**src/rtl/div_iter_pkg.sv**
```systemverilog
`default_nettype none
// ============================================================================
// Module      : div_iter_pkg
// Description : Shared definitions for the div_iter iterative divider.
//               - state_e: 2-bit encoded FSM states (IDLE, DZERO, RUN, DONE)
//               - rem_lsb/quot_msb: field-index helpers for the packed
//                 {remainder, quotient} result bus
// Revision    : 1.0 - initial release
// ============================================================================
package div_iter_pkg;

  typedef enum logic [1:0] {
    IDLE  = 2'd0,
    DZERO = 2'd1,
    RUN   = 2'd2,
    DONE  = 2'd3
  } state_e;

  // Remainder occupies result[2W-1:W].
  function automatic int rem_lsb(input int width);
    return width;
  endfunction

  // Quotient occupies result[W-1:0].
  function automatic int quot_msb(input int width);
    return width - 1;
  endfunction

endpackage
`default_nettype wire

```
**src/rtl/div_iter_clz.sv**
```systemverilog
`default_nettype none
// ============================================================================
// Module      : clz_count
// Description : Combinational leading-zero counter. Returns WIDTH for an
//               all-zero input. Only compiled when DIV_ITER_EARLY_OUT_EN is
//               defined, since it is used solely by the early-out path.
// Ports       : data_i  [WIDTH-1:0]  value to scan
//               count_o [CNT_W-1:0]  number of leading zeros
// Revision    : 1.0 - initial release
// ============================================================================
`ifdef DIV_ITER_EARLY_OUT_EN
module clz_count #(
  parameter int WIDTH = 32,
  parameter int CNT_W = $clog2(WIDTH + 1)
) (
  input  logic [WIDTH-1:0] data_i,
  output logic [CNT_W-1:0] count_o
);

  logic found;

  always_comb begin
    count_o = '0;
    found   = 1'b0;
    for (int i = WIDTH - 1; i >= 0; i--) begin
      if (!found) begin
        if (data_i[i]) begin
          found = 1'b1;
        end else begin
          count_o = count_o + CNT_W'(1);
        end
      end
    end
  end

endmodule
`endif
`default_nettype wire

```
**src/rtl/div_iter.sv**
```systemverilog
`default_nettype none
// ============================================================================
// Module      : div_iter
// Description : Parametrised radix-2 restoring iterative divider with
//               signed/unsigned support, annul (flush), divide-by-zero flag.
//               Optional leading-zero early-out under DIV_ITER_EARLY_OUT_EN.
// Ports       : clk, rst (sync, active-high)
//               start_i, annul_i, signed_i, opdata1_i (dividend),
//               opdata2_i (divisor)
//               result_o {rem, quot}, ready_o (DONE), busy_o (DZERO/RUN),
//               div_zero_o (DONE with zero divisor)
// Revision    : 1.0 - initial release
// ============================================================================
module div_iter
  import div_iter_pkg::*;
#(
  parameter int WIDTH = 32
) (
  input  logic               clk,
  input  logic               rst,
  input  logic               start_i,
  input  logic               annul_i,
  input  logic               signed_i,
  input  logic [WIDTH-1:0]   opdata1_i,
  input  logic [WIDTH-1:0]   opdata2_i,
  output logic [2*WIDTH-1:0] result_o,
  output logic               ready_o,
  output logic               busy_o,
  output logic               div_zero_o
);

  localparam int CNT_W    = $clog2(WIDTH + 1);
  localparam int REM_LSB  = rem_lsb(WIDTH);
  localparam int QUOT_MSB = quot_msb(WIDTH);

  state_e               state_q, state_d;
  logic [CNT_W-1:0]     cnt_q, cnt_d;
  logic [WIDTH-1:0]     rem_q, rem_d;
  logic [WIDTH-1:0]     quo_q, quo_d;   // dividend shifts out, quotient shifts in
  logic [WIDTH-1:0]     div_q, div_d;   // |divisor|
  logic                 s1_q, s1_d;     // dividend negative (signed only)
  logic                 s2_q, s2_d;     // divisor negative (signed only)
  logic                 dz_q, dz_d;
  logic [2*WIDTH-1:0]   res_q, res_d;

  // Operand magnitudes captured at start
  logic                 neg1, neg2;
  logic [WIDTH-1:0]     abs1, abs2;
  logic [WIDTH-1:0]     dvd_init;
  logic [CNT_W-1:0]     n_init;

  assign neg1 = signed_i & opdata1_i[WIDTH-1];
  assign neg2 = signed_i & opdata2_i[WIDTH-1];
  assign abs1 = neg1 ? -opdata1_i : opdata1_i;
  assign abs2 = neg2 ? -opdata2_i : opdata2_i;

`ifdef DIV_ITER_EARLY_OUT_EN
  logic [CNT_W-1:0] clz;
  logic [CNT_W-1:0] sig_bits;

  clz_count #(
    .WIDTH (WIDTH),
    .CNT_W (CNT_W)
  ) u_clz (
    .data_i  (abs1),
    .count_o (clz)
  );

  // Skip the leading zero bits: they would only produce zero quotient bits.
  assign sig_bits = CNT_W'(WIDTH) - clz;
  assign n_init   = (sig_bits == '0) ? CNT_W'(1) : sig_bits;
  assign dvd_init = abs1 << clz;
`else
  assign n_init   = CNT_W'(WIDTH);
  assign dvd_init = abs1;
`endif

  // One restoring step. rem_q < div_q holds between steps, so the shifted
  // remainder is below 2*div_q and the (WIDTH+1)-bit trial result's MSB is
  // exactly the borrow: clear means trial >= 0.
  logic [WIDTH:0]   rem_sh, trial;
  logic             ge;
  logic [WIDTH-1:0] rem_step, quo_step, rem_fix, quo_fix;

  assign rem_sh   = {rem_q, quo_q[WIDTH-1]};
  assign trial    = rem_sh - {1'b0, div_q};
  assign ge       = ~trial[WIDTH];
  assign rem_step = ge ? trial[WIDTH-1:0] : rem_sh[WIDTH-1:0];
  assign quo_step = {quo_q[WIDTH-2:0], ge};

  // Sign correction applied on the final step, as the result enters DONE.
  assign quo_fix  = (s1_q ^ s2_q) ? -quo_step : quo_step;
  assign rem_fix  = s1_q ? -rem_step : rem_step;

  always_comb begin
    state_d = state_q;
    cnt_d   = cnt_q;
    rem_d   = rem_q;
    quo_d   = quo_q;
    div_d   = div_q;
    s1_d    = s1_q;
    s2_d    = s2_q;
    dz_d    = dz_q;
    res_d   = res_q;

    if (annul_i) begin
      state_d = IDLE;
      dz_d    = 1'b0;
      res_d   = '0;
    end else begin
      case (state_q)
        IDLE: begin
          if (start_i) begin
            s1_d    = neg1;
            s2_d    = neg2;
            div_d   = abs2;
            rem_d   = '0;
            quo_d   = dvd_init;
            cnt_d   = n_init;
            res_d   = '0;
            dz_d    = (opdata2_i == '0);
            state_d = (opdata2_i == '0) ? DZERO : RUN;
          end
        end
        DZERO: begin
          res_d   = '0;
          state_d = DONE;
        end
        RUN: begin
          rem_d = rem_step;
          quo_d = quo_step;
          cnt_d = cnt_q - CNT_W'(1);
          if (cnt_q == CNT_W'(1)) begin
            res_d[2*WIDTH-1:REM_LSB] = rem_fix;
            res_d[QUOT_MSB:0]        = quo_fix;
            state_d                  = DONE;
          end
        end
        DONE: begin
          if (!start_i) begin
            dz_d    = 1'b0;
            res_d   = '0;
            state_d = IDLE;
          end
        end
        default: state_d = IDLE;
      endcase
    end
  end

  always_ff @(posedge clk) begin
    if (rst) begin
      state_q <= IDLE;
      cnt_q   <= '0;
      rem_q   <= '0;
      quo_q   <= '0;
      div_q   <= '0;
      s1_q    <= 1'b0;
      s2_q    <= 1'b0;
      dz_q    <= 1'b0;
      res_q   <= '0;
    end else begin
      state_q <= state_d;
      cnt_q   <= cnt_d;
      rem_q   <= rem_d;
      quo_q   <= quo_d;
      div_q   <= div_d;
      s1_q    <= s1_d;
      s2_q    <= s2_d;
      dz_q    <= dz_d;
      res_q   <= res_d;
    end
  end

  assign result_o   = res_q;
  assign ready_o    = (state_q == DONE);
  assign busy_o     = (state_q == DZERO) || (state_q == RUN);
  assign div_zero_o = (state_q == DONE) && dz_q;

endmodule
`default_nettype wire
```
**config.mk**
```make
export PLATFORM = sky130hd
export DESIGN_NAME = div_iter
export DESIGN_NICKNAME = d
export VERILOG_FILES = /design/src/rtl/div_iter_pkg.sv /design/src/rtl/div_iter_clz.sv /design/src/rtl/div_iter.sv
export SDC_FILE = /design/constraint.sdc
export NUM_CORES = 1
export LEC_CHECK = 0
export BUFFER_PORTS_ARGS = -buffer_cell sky130_fd_sc_hd__buf_4
export CAP_MARGIN = 20
export CORE_MARGIN = 10
export CORE_UTILIZATION = 54
export DETAILED_ROUTE_END_ITERATION = 12
export PLACE_DENSITY = 0.78
export SLEW_MARGIN = 10
export SYNTH_ARGS = -nofsm -noshare
export SYNTH_HDL_FRONTEND = slang
export SYNTH_HIERARCHICAL = 1
export SYNTH_SLANG_ARGS = --single-unit
```
**constraint.sdc**
```tcl
create_clock -name clk -period 4.5 [get_ports clk]
set_input_delay 0.45 -clock clk [delete_from_list [all_inputs] [get_ports clk]]
set_output_delay 0.45 -clock clk [all_outputs]
set_load 0.02 [all_outputs]
```
==> results of run 1 <==
==> per-layer routing <==
layer	vias up	GRT usage (%)	share of wire, %
li1	5842	-	-
met1	5650	35.6	45
met2	521	38.5	45
met3	50	4.47	8.1
met4	2	7.57	2.5
met5	-	0	0.035
==> repair_timing <==
action,4_1_cts,5_1_grt
pin swaps,0,4
resized for setup,3,26
setup endpoints to repair,3,11
gates cloned,0,0
setup buffers,0,3
==> synth_stat cells, types with 16 or more instances <==
| cell type | instances |
|---|---|
| o21ai_0 | 110 |
| a211oi_1 | 36 |
| nand3_1 | 25 |
| xnor2_1 | 70 |
| mux2i_1 | 16 |
| nand2_1 | 219 |
| nor2_1 | 189 |
| nor4_1 | 21 |
| xor2_1 | 74 |
| dfxtp_1 | 171 |
| clkbuf_1 | 70 |
| a21oi_1 | 146 |
| a22oi_1 | 40 |
| inv_1 | 61 |
| ha_1 | 42 |
| nor3_1 | 26 |
| o31ai_1 | 18 |
==> how the worst max path moves through the flow <==
| stage | start | to |
|---|---|---|
| after floorplan | quo_q[31] | result_o[62] |
| after global placement | quo_q[31] | result_o[62] |
| after detailed placement | quo_q[31] | result_o[62] |
| after CTS | quo_q[31] | result_o[62] |
| after global routing | rem_q[1] | result_o[62] |
| final | quo_q[31] | result_o[62] |
==> critical path: stages (launching register included) <==
cell	delay (ns)
dfxtp_2	0.33
inv_2	0.08
ha_4	0.13
inv_2	0.03
fa_2	0.36
a211oi_4	0.27
o31ai_4	0.13
o21bai_4	0.19
a2111oi_4	0.13
o21a_4	0.26
nor2_8	0.16
mux2i_1	0.20
buf_4	0.15
ha_4	0.15
nand3_2	0.05
or4_4	0.44
a21oi_4	0.15
a41oi_4	0.08
or4_4	0.48
o31a_1	0.26
xnor2_1	0.14
o21ai_1	0.07
==> power breakdown <==
part	switching (mW)	internal, mW	total [mW]
Clock	0.719	0.736	1.45
Combinational	0.667	0.409	1.08
Sequential	0.0555	1.57	1.62
Total	1.44	2.71	4.15
==> cell families after synthesis <==
family / share of synthesized area, %
buffers and inverters: 5.93
XOR/XNOR: 10.8
adder cells (fa/ha/maj): 4.67
AO/OA/AOI/OAI: 25.4
multiplexers: 1.76
AND/OR/NAND/NOR: 22.2
flip-flops: 29.3
==> layout by cell type, fill, tap and decap left out, types with 14 or more instances in the layout <==
master and count:
nor4_1 20, a22oi_1 40, ha_1 37, nand2_1 219, xnor2_1 70, buf_4 206
xor2_1 74, o21ai_0 107, o31ai_1 16, nor2_1 188, clkbuf_16 17, a21o_1 14
a211oi_1 35, nor3_1 26, nand3_1 24, a21oi_1 144, inv_1 59, dfxtp_1 170
mux2i_1 16
==> state kept, by name, summed over array words and instances, names as in the netlist <==
signal,count
cnt_q,6
div_q,32
dz_q,1
quo_q,32
rem_q,32
result_o,64
s1_q,1
s2_q,1
state_q,2
==> area by class of cell <==
class | instances | area share, %
Multi-Input combinational cell | 1246 | 55.9
Clock inverter | 15 | 1.07
Tap cell | 275 | 2.48
Sequential cell | 171 | 24.7
Inverter | 62 | 1.71
Timing Repair Buffer | 206 | 11.1
Clock buffer | 17 | 3.06
==> through the flow <==
| stage | utilization, % | setup WS (ns) | power (mW) |
|---|---|---|---|
| finish | 65.6 | 0.114 | 4.15 |
| global route | 65.6 | -0.0540 | 4.33 |
| CTS | 65.0 | 0.000421 | 4.11 |
| detailed placement | 62.2 | -0.108 | 2.67 |
| global placement | 62.2 | 0.0279 | 2.65 |
| floorplan | - | -0.0564 | 2.34 |
==> results.yml, run 1 <==
cells_and_area:
  final_cells: 1992
  multi_input_area_um2: 7760
  fin_area_um2: 13900
  fillers: 1879
  final_layout_size_suffix_gt1_share_pct: 17.0
  final-seq-area_um2: 3420
  fin_nets: 1816
  antenna_cells: 0
  syn2layout_area_growth_pct: 18.8
critical_path:
  cp-start-kind: "flop"
  crit_fanout: 4
  critPathCaptureType: "flop"
  worstPathArrival_ns: 4.68
  cp.required_ns: 4.80
  crit_type: "reg -> reg"
  r2r_slack_ns: 0.11
  rr_worst_depth: 21
  r2r-start: "quo_q[31]"
  regToRegEndpoint: "result_o[62]"
yosys:
  yosysWarnings: 6
  synth_top_flop_cell: "dfxtp_1"
  yosysSeqAreaShare_pct: 29.3
  synthCells: 1571
  yosysTopAreaCellShare_pct: 29.3
  yosysUniqueCellTypes: 85
  synth.avg_cell_area_um2: 7.44
  yosys-top-cells-area: "dfxtp_1, nand2_1, a21oi_1"
  synth_seq_cells: 171
  synth_area_leader_cell: "dfxtp_1"
  synth_edf_count: 0
  synth-async-reset-ratio_pct: 0
  syn_nets: 1683
  synthesis.area_um2: 11700
sta:
  finalCritPeriodShare_pct: 97.5
  maxSlewViolCount: 0
  setup_violations: 0
  worst_pin_slew_ns: 1.13
  finalCriticalPeriod_ns: 4.39
  whs_ns: 0.286
  rsz0062_at_grt: "true"
  relSlewSlack_pct: 24.7
  final_hold_viol_count: 0
  skew_ns: 0.0110
  setup_tns_ns: 0
  max_freq_mhz: 228
placed_design:
  post-place-cells: 1958
  globalplace.congestion: 0.987
  port_buffers: 135
  placed_cell_area_um2: 13200
  hpwlAfterDp_um: 28600
run:
  maxCapViolations: 0
routing:
  drtIter0Drc: 1379
  finalWirelength_um: 37600
  wl_per_cell_um: 18.9
  dr_total_vias: 12065
  ant_nets: 0
  drt_drc_violations_left: 0
  via_per_inst: 6.06
  dr.pass1.iters: 6
pwr:
  vdd_ir_drop_max_mv: 0.294
  power_density_nw_per_um2: 299
  p_leak_nw: 5.51
grt:
  grt_antenna_before_repair: 1
  grt_max_degree: 82
  grt_pass1_wl_um: 59100
  gr-total-overflow: 0
  grt_usage_pct: 25.3
  grt_pass1_vias: 11082
clocking:
  cts_buffers: 17
  cts_max_level: 4
  cts_tree: "built"
  root_buffer: "clkbuf_16"
  clockBufferDepth: 2
  clock_sinks: 171
  clkSlewWorstSetupHoldPaths_ns: 0.08
  clock_latency_ns: 0.44
  hold_buffers: 0
worst_hold_path:
  min_from: "opdata2_i[0]"
  min_path_type: "in -> reg"
  min_to: "div_q[0]"
  min_path_cells: 3
die:
  io_pins: 136
  die_area_um2: 27900
  die_x_um: 167
  die_h_um: 167
  start_util_pct: 55.3
  core-area_um2: 21200
  placementRows: 53
run_status:
  status: "finished clean"
(Power assumes the default switching activity.)
==> inputs of run 2 (changes only) <==
- BUFFER_PORTS_ARGS: -buffer_cell sky130_fd_sc_hd__buf_4 -> -buffer_cell sky130_fd_sc_hd__buf_2
- CAP_MARGIN: 20 -> not set
- SLEW_MARGIN: 10 -> not set
==> run 2 against run 1 <==
Global-route usage is essentially flat. Clock-buffer cell count stayed put. Fmax fell by 1.4%. Critical path depth unchanged. Flip-flop and latch count is the same. Worst hold slack better by 0.0018 ns. Via count up 0.46%. Clock power grew 8%. Highest routed layer is now met4. Sequential share of layout area increased by 0.53 points. Combinational power hardly changed.
==> results.yml, run 2 (synthesis results as in run 1) <==
sta:
  whs_ns: 0.287
  max_freq_mhz: 225
  finalCritPeriodShare_pct: 98.8
  rsz0062_at_grt: "true"
  relSlewSlack_pct: 26.9
  final_hold_viol_count: 0
  setup_ws_ns: 0.0527
  setup_violations: 0
  finalCriticalPeriod_ns: 4.45
  setup_tns_ns: 0
  skew_ns: 0.0111
  worst_pin_slew_ns: 1.10
  maxSlewViolCount: 0
run:
  maxCapViolations: 0
cells_and_area:
  fillers: 1860
  mostFrequentLayoutCells: "nand2_1, nor2_1, dfxtp_1, a21oi_1, buf_2"
  syn2layout_area_growth_pct: 16.3
  final_cells: 1986
  fin_nets: 1810
  largest_reg_flops: 64
  final_common_cell: "nand2_1"
  antenna_cells: 0
  final_layout_size_suffix_gt1_share_pct: 17.6
critical_path:
  regToRegEndpoint: "result_o[62]"
  rr_worst_depth: 21
  startpoint: "quo_q[31]"
  path_cells: "inv_2 -> ha_4 -> inv_2 -> fa_2 -> a211oi_4 -> o31ai_4 -> o21bai_4 -> a2111oi_4 -> o21a_4 -> nor2_8 -> mux2i_1 -> buf_4 -> ha_4 -> nand3_2 -> or4_4 -> a21oi_2 -> a41oi_2 -> or4_4 -> o31a_1 -> xnor2_1 -> o21ai_1"
  worstPathArrival_ns: 4.74
  critPathCaptureType: "flop"
  cpPeakStageDelay_ns: 0.49
  crit_fanout: 6
  cp_num_buf_inv: 3
  crit_type: "reg -> reg"
  cp-start-kind: "flop"
  r2r-start: "quo_q[31]"
  critPathSlowestCell: "or4_4"
  cp_top_family: "compound AO/OA/AOI/OAI gates"
  r2r_slack_ns: 0.05
  cp.required_ns: 4.79
routing:
  dr.pass1.iters: 7
  drtIter0Drc: 1164
  drt_drc_violations_left: 0
  via_per_inst: 6.10
  ant_nets: 0
  wl_per_cell_um: 18.8
  finalWirelength_um: 37300
  dr_total_vias: 12121
die:
  die_h_um: 167
  placementRows: 53
  die_x_um: 167
  die_area_um2: 27900
  core-area_um2: 21200
  io_pins: 136
  start_util_pct: 55.3
grt:
  gr-total-overflow: 0
  grt_pass1_wl_um: 59400
  grt_usage_pct: 25.3
  grt_antenna_before_repair: 0
  grt_pass1_vias: 11239
  grt_max_degree: 90
pwr:
  p_leak_nw: 5.47
  power_density_nw_per_um2: 311
  vdd_ir_drop_max_mv: 0.252
clocking:
  clock_sinks: 171
  clkSlewWorstSetupHoldPaths_ns: 0.07
  clock_latency_ns: 0.44
  clockBufferDepth: 2
  cts_max_level: 4
  root_buffer: "clkbuf_16"
  cts_tree: "built"
  cts_buffers: 17
placed_design:
  preCtsSetupSlack_ns: -0.124
  port_buffers: 135
  globalplace.congestion: 0.996
  post-place-cells: 1948
  hpwlAfterDp_um: 27800
worst_hold_path:
  min_path_cells: 3
  min_from: "opdata2_i[0]"
  min_path_type: "in -> reg"
  min_to: "div_q[0]"
run_status:
  status: "finished clean"
run 2: cell count changes in the layout (fill, tap and decap cells not counted), moves of 4 or more:
cell,previous run,this run
inv_8,2,7
buf_2,0,134
a21oi_2,1,6
a21oi_1,144,140
buf_4,206,66
run 2: cell type report:
class                   count  area (µm²)  share of cell area, %
inverters                  62         238                   1.75
multi-input cells        1246        7810                   57.4
clock buffers              17         425                   3.13
well taps                 275         344                   2.53
repair buffers            200        1170                   8.57
clock inverters            15         193                   1.42
flip-flops and latches    171        3430                   25.2
run 2: what timing repair did:
action | CTS | global route
pin swaps | 3 | 5
gates resized for setup | 7 | 37
endpoints found under the setup margin | 3 | 16
hold buffers | 0 | 0
setup buffers | 1 | 5
run 2: how the worst max path moves through the flow:
stage | to | slack, ns | cells after the start
2_1_floorplan | result_o[62] | -0.06 | 25
3_3_place_gp | result_o[62] | 0.03 | 20
3_5_place_dp | result_o[62] | -0.12 | 20
4_1_cts | result_o[62] | 0.0006 | 23
5_1_grt | result_o[62] | -0.08 | 18
6_report | result_o[62] | 0.05 | 21
run 2: where the power goes:
group          switching, mW  total, mW  internal, mW
registers             0.0555       1.62          1.57
clock network          0.747       1.56         0.808
logic                  0.664       1.05         0.389
run 2: worst min-delay path, stage by stage:
cell and delay (ns):
buf_2 0.13, nand2_1 0.05, a21oi_1 0.05
run 2: metal layers:
layer  wire length (µm)  GRT usage, %
met5                  0             0
met4               1220          9.31
met3               2790          4.17
met2              16700          39.5
met1              16700          34.2
run 2: per-stage QoR:
| step | power, mW | utilization (%) | instance area, µm² |
|---|---|---|---|
| CTS | 4.18 | 63.4 | 13400 |
| global placement | 2.61 | 60.2 | 12700 |
| global route | 4.41 | 64.3 | 13600 |
| detailed placement | 2.63 | 60.2 | 12700 |
| floorplan | 2.34 | - | 11700 |
| finish | 4.23 | 64.3 | 13600 |
